[config.mk]
export PLATFORM = sky130hd
export DESIGN_NAME = rv_width_packer_flat
export DESIGN_NICKNAME = d
export VERILOG_FILES = /design/src/rtl/rv_width_packer_if.sv /design/src/rtl/rv_width_packer.sv /design/src/flat_wrapper.sv
export SDC_FILE = /design/constraint.sdc
export NUM_CORES = 1
export LEC_CHECK = 0
export CAP_MARGIN = 10
export CORE_AREA = 2 2 94 96
export DETAILED_ROUTE_END_ITERATION = 8
export DIE_AREA = 0 0 96 98
export PLACE_DENSITY = 0.48
export SLEW_MARGIN = 20
export SYNTH_ARGS = -nofsm -noshare
export SYNTH_HDL_FRONTEND = slang
export SYNTH_SLANG_ARGS = --single-unit
[constraint.sdc]
create_clock -name clock_port -period 2.5 [get_ports clock_port]
set_clock_uncertainty 0.05 [all_clocks]
set_input_delay 0.5 -clock clock_port [delete_from_list [all_inputs] [get_ports clock_port]]
set_output_delay 0.5 -clock clock_port [all_outputs]
set_load 0.05 [all_outputs]
[src/rtl/rv_width_packer_if.sv]
// Ready/valid bundle for the width packer: narrow input stream and wide output stream.
interface rv_width_packer_if #(
  parameter int unsigned DATA_WIDTH = 8,
  parameter int unsigned RATIO      = 4
);
  logic [DATA_WIDTH-1:0]       input_port_data;
  logic                        input_port_valid;
  logic                        input_port_ready;
  logic [DATA_WIDTH*RATIO-1:0] output_port_data;
  logic                        output_port_valid;
  logic                        output_port_ready;

  modport slave (
    input  input_port_data,
    input  input_port_valid,
    output input_port_ready,
    output output_port_data,
    output output_port_valid,
    input  output_port_ready
  );

  modport master (
    output input_port_data,
    output input_port_valid,
    input  input_port_ready,
    input  output_port_data,
    input  output_port_valid,
    output output_port_ready
  );
endinterface

[src/rtl/rv_width_packer.sv]
// Gathers RATIO narrow beats (little-endian) into one wide word behind a registered
// output slot; the last beat may load while the previous word drains, with no bubble.
module rv_width_packer #(
  parameter int unsigned DATA_WIDTH = 8,
  parameter int unsigned RATIO      = 4
) (
  input  logic             clock_port,
  input  logic             reset_port,
  input  logic             clear,
  rv_width_packer_if.slave bus
);

  localparam int unsigned CW = $clog2(RATIO);
  localparam int unsigned AW = (RATIO - 1) * DATA_WIDTH;
  localparam int unsigned OW = DATA_WIDTH * RATIO;

  logic [AW-1:0] asm_q,       asm_d;
  logic [CW-1:0] cnt_q,       cnt_d;
  logic [OW-1:0] out_data_q,  out_data_d;
  logic          out_valid_q, out_valid_d;

  logic last_beat;
  logic in_ready;
  logic in_acc;
  logic out_acc;

  // The last beat needs the output slot free or draining in the same cycle.
  always_comb begin
    last_beat = (cnt_q == CW'(RATIO - 1));
    in_ready  = ~reset_port & ~clear & (~last_beat | ~out_valid_q | bus.output_port_ready);
    in_acc    = bus.input_port_valid & in_ready;
    out_acc   = out_valid_q & bus.output_port_ready;
  end

  always_comb begin
    asm_d       = asm_q;
    cnt_d       = cnt_q;
    out_data_d  = out_data_q;
    out_valid_d = out_valid_q;
    if (clear) begin
      cnt_d       = '0;
      out_valid_d = 1'b0;
    end else begin
      if (out_acc) begin
        out_valid_d = 1'b0;
      end
      if (in_acc) begin
        if (last_beat) begin
          out_data_d  = {bus.input_port_data, asm_q};
          out_valid_d = 1'b1;
          cnt_d       = '0;
        end else begin
          for (int unsigned i = 0; i < RATIO - 1; i++) begin
            if (cnt_q == CW'(i)) begin
              asm_d[i*DATA_WIDTH +: DATA_WIDTH] = bus.input_port_data;
            end
          end
          cnt_d = cnt_q + CW'(1);
        end
      end
    end
  end

  always_ff @(posedge clock_port) begin
    if (reset_port) begin
      asm_q       <= '0;
      cnt_q       <= '0;
      out_data_q  <= '0;
      out_valid_q <= 1'b0;
    end else begin
      asm_q       <= asm_d;
      cnt_q       <= cnt_d;
      out_data_q  <= out_data_d;
      out_valid_q <= out_valid_d;
    end
  end

  assign bus.input_port_ready  = in_ready;
  assign bus.output_port_data  = out_data_q;
  assign bus.output_port_valid = out_valid_q;

endmodule

[src/flat_wrapper.sv]
// flat-port wrapper written by rule: the top's interface ports become plain ports
module rv_width_packer_flat 
#(
  parameter int unsigned DATA_WIDTH = 8,
  parameter int unsigned RATIO      = 4
)
  (clock_port, reset_port, clear, bus_input_port_data, bus_input_port_valid, bus_input_port_ready, bus_output_port_data, bus_output_port_valid, bus_output_port_ready);
  rv_width_packer_if #(.DATA_WIDTH(DATA_WIDTH), .RATIO(RATIO)) bus_i ();
  input  logic clock_port;
  input  logic reset_port;
  input  logic clear;
  input wire logic [$bits(bus_i.input_port_data)-1:0] bus_input_port_data;
  input wire logic [$bits(bus_i.input_port_valid)-1:0] bus_input_port_valid;
  output wire logic [$bits(bus_i.input_port_ready)-1:0] bus_input_port_ready;
  output wire logic [$bits(bus_i.output_port_data)-1:0] bus_output_port_data;
  output wire logic [$bits(bus_i.output_port_valid)-1:0] bus_output_port_valid;
  input wire logic [$bits(bus_i.output_port_ready)-1:0] bus_output_port_ready;
  assign bus_i.input_port_data = bus_input_port_data;
  assign bus_i.input_port_valid = bus_input_port_valid;
  assign bus_input_port_ready = bus_i.input_port_ready;
  assign bus_output_port_data = bus_i.output_port_data;
  assign bus_output_port_valid = bus_i.output_port_valid;
  assign bus_i.output_port_ready = bus_output_port_ready;
  rv_width_packer #(.DATA_WIDTH(DATA_WIDTH), .RATIO(RATIO)) u_core (.clock_port(clock_port), .reset_port(reset_port), .clear(clear), .bus(bus_i));
endmodule
==> key figures <==
Clocking
  – Clk_lat worst skew: around 330 ps
  – # clock sinks: just under 60
  – Worst-case clock buffer depth: 2
  – Setup Buffers After CTS: 0
  – CTS Hold Bufs: 0
  – CTS tree: done
  – CTS clk-pin slew, worst paths: ~60 ps
  – CTS buffer count: 9
  – Post_cts resized: 0
  – H-tree Lvls: 3
  – Root buf cell: clkbuf_8

Routing
  – Residual DRC: 0
  – Drt first pass iters: 4
  – Via count: around 1.9k
  – Post-route antenna net violation count: 0
  – 1st-iter DRT viols: between 70 and 80
  – Per-cell routed wire length: around 14 um
  – Total Wirelength: between 5000 and 6000 um
  – Via-per-instance ratio: 4.65

Place
  – Placement Setup Slack: between 300 and 400 ps
  – Dpl cells: between 300 and 400
  – IO Port Bufs: between 40 and 50
  – Routability cong.: 0.736
  – Area after DPL: between 0.002 and 0.003 mm^2
  – Post-DP HPWL: around 3700 um

Logic synthesis
  – Synth Cell Area: between 0.002 and 0.0025 mm^2
  – Cell taking the most area after synthesis: dfxtp_1
  – Post-synth EDFFs: 0
  – Synth cell count leaders: dfxtp_1, a21oi_1, nand3_1
  – Distinct cells, synth: 23
  – Synth Area per Inst: about 9.3 um^2
  – Post-synthesis net count: about 270
  – Async SR Flop Fraction: 0
  – Cell count after synthesis: roughly 250
  – Yosys reg bits: 59
  – Most frequent cell after synthesis: dfxtp_1
  – Total number of yosys warnings: 0
  – Post-synthesis sequential area ratio: 0.498
  – Top post-synthesis cells by area: dfxtp_1, a21oi_1, mux2i_1
  – Primary FF master, synth: dfxtp_1
  – Yosys top cell area share: 0.498

Worst hold path
  – Worst Hold Class: flop to flop

Timing
  – Final hold violation count: 0
  – Final Cycle Share: 0.882
  – Setup TNS Final: 0 ps
  – RSZ-0062 raised after global routing: no
  – Fmax achieved: approximately 450 MHz
  – Worst slew margin: 0.664
  – Hold slack: 411 ps
  – Final setup violation count: 0
  – Tmin final: ~2200 ps
  – Least-Margin Pin Slew: roughly 500 ps
  – Slew Viols, Final: 0
  – Fin worst setup slack: 295 ps

Floorplanning
  – Die area: 0.00941 mm^2
  – Core Footprint: 0.00847 mm^2
  – Initial Util: 0.280
  – Die width: around 96 um
  – FP Rows: 34
  – Ports: 47
  – Die height: approximately 98 um

Finish
  – Fillers: just under 900
  – Nets: about 310
  – Final Non-Filler Cells: between 400 and 500
  – Final Instance Area: between 0.003 and 0.004 mm^2
  – Layout cell share with drive strength beyond 1: 0.119
  – P&R area growth vs syn: 31.1%
  – Core Util, Final: 0.367
  – Antenna cell count: 0

Global routing
  – Gr ovfl total: 0
  – Initial antenna violation count: 0
  – Total track usage: 0.129
  – Vias in the first global route: roughly 1.9k
  – Largest net degree at the start of global routing: 40
  – First-pass GRT wire length: ~9300 um

Critical path
  – Startpoint types: input port
  – Critical Path RT: 1950 ps
  – Setup crit end kind: primary output
  – CP Data Arrival Time: 1660 ps
  – Crit-path max FO: 3
  – Crit path kind: input port to primary output

Power and ir drop
  – Leak: about 1.2 nW
  – Overall Power: 1.81 mW
  – Max VDD drop: about 250 uV
  – Cell Pwr Density: 581 mW/mm^2

Status
  – Status: finished clean

Flow run
  – Max-cap viol count: 0
==> layout make-up <==
class,instances,area [um^2],area share
flip-flops and latches,59,1180,0.380
multi-input cells,168,1080,0.349
repair buffers,52,510,0.164
clock buffers,14,163,0.0523
well taps,108,135,0.0434
inverters,7,26.3,0.00845
clock inverters,2,10.0,0.00322
==> state kept, by name, indices dropped and copies added, names as in the netlist <==
name	count
u_core.bus.output_port_data	32
u_core.asm_q	24
u_core.bus.output_port_valid	1
u_core.cnt_q	2
==> kinds of logic (layout without fill, tap and decap cells) <==
family / after synthesis / count (layout) / synth area share
multiplexers: 25 / 25 / 0.110
AO/OA/AOI/OAI: 67 / 67 / 0.142
AND/OR/NAND/NOR: 72 / 72 / 0.182
adder cells (fa/ha/maj): 4 / 4 / 0.0211
buffers and inverters: 27 / 75 / 0.0459
flip-flops: 59 / 59 / 0.498
==> where the power goes <==
group	internal (mW)	leakage, nW	switching [mW]	total [mW]
registers	0.950	0.476	0.00608	0.957
clock network	0.412	0.0905	0.352	0.764
logic	0.0418	0.610	0.0443	0.0861
==> worst paths after layout <==
path	endpoint	cells after the start	from	slack, ps
worst max-delay path	bus_input_port_ready	4	bus_output_port_ready	290
worst min register to register	u_core.bus.output_port_data[23]	2	u_core.asm_q[23]	410
worst max register to register	u_core.asm_q[9]	4	u_core.cnt_q[0]	780
worst min-delay path	u_core.bus.output_port_data[23]	2	u_core.asm_q[23]	410
==> routing by layer <==
metal  wire length [um]  up-vias  share of wire  GRT usage
li1                   -      964              -          -
met1               2710      902           0.48      0.177
met2               2610       33           0.46      0.185
met3                232        8          0.041     0.0409
met4                 81        0          0.014     0.0527
met5                  0        -              0          0
==> worst max-delay path, stage by stage <==
cell and delay, ps:
clkdlybuf4s50_1 490, and3b_1 190, nor3_1 280, buf_12 190
==> cell usage in the layout, fill, tap and decap left out <==
cell and instances:
dfxtp_1 59, clkdlybuf4s50_1 44, a21oi_1 33, nand3_1 32, o21ai_0 28, nand2b_1 17, mux2i_1 16, nor2b_1 11
clkbuf_8 11, mux2_2 9, inv_1 7, buf_4 6, o21ai_1 5, ha_1 4, nand2_2 3, clkbuf_1 3
nand2_1 2, clkinv_2 2, and3b_1 1, nor3_1 1, nor4b_4 1, and4bb_2 1, nor2b_2 1, nand4bb_1 1
nor2_1 1, a21boi_0 1, buf_2 1, buf_12 1
Note: power is estimated with default switching activity, not from simulation.
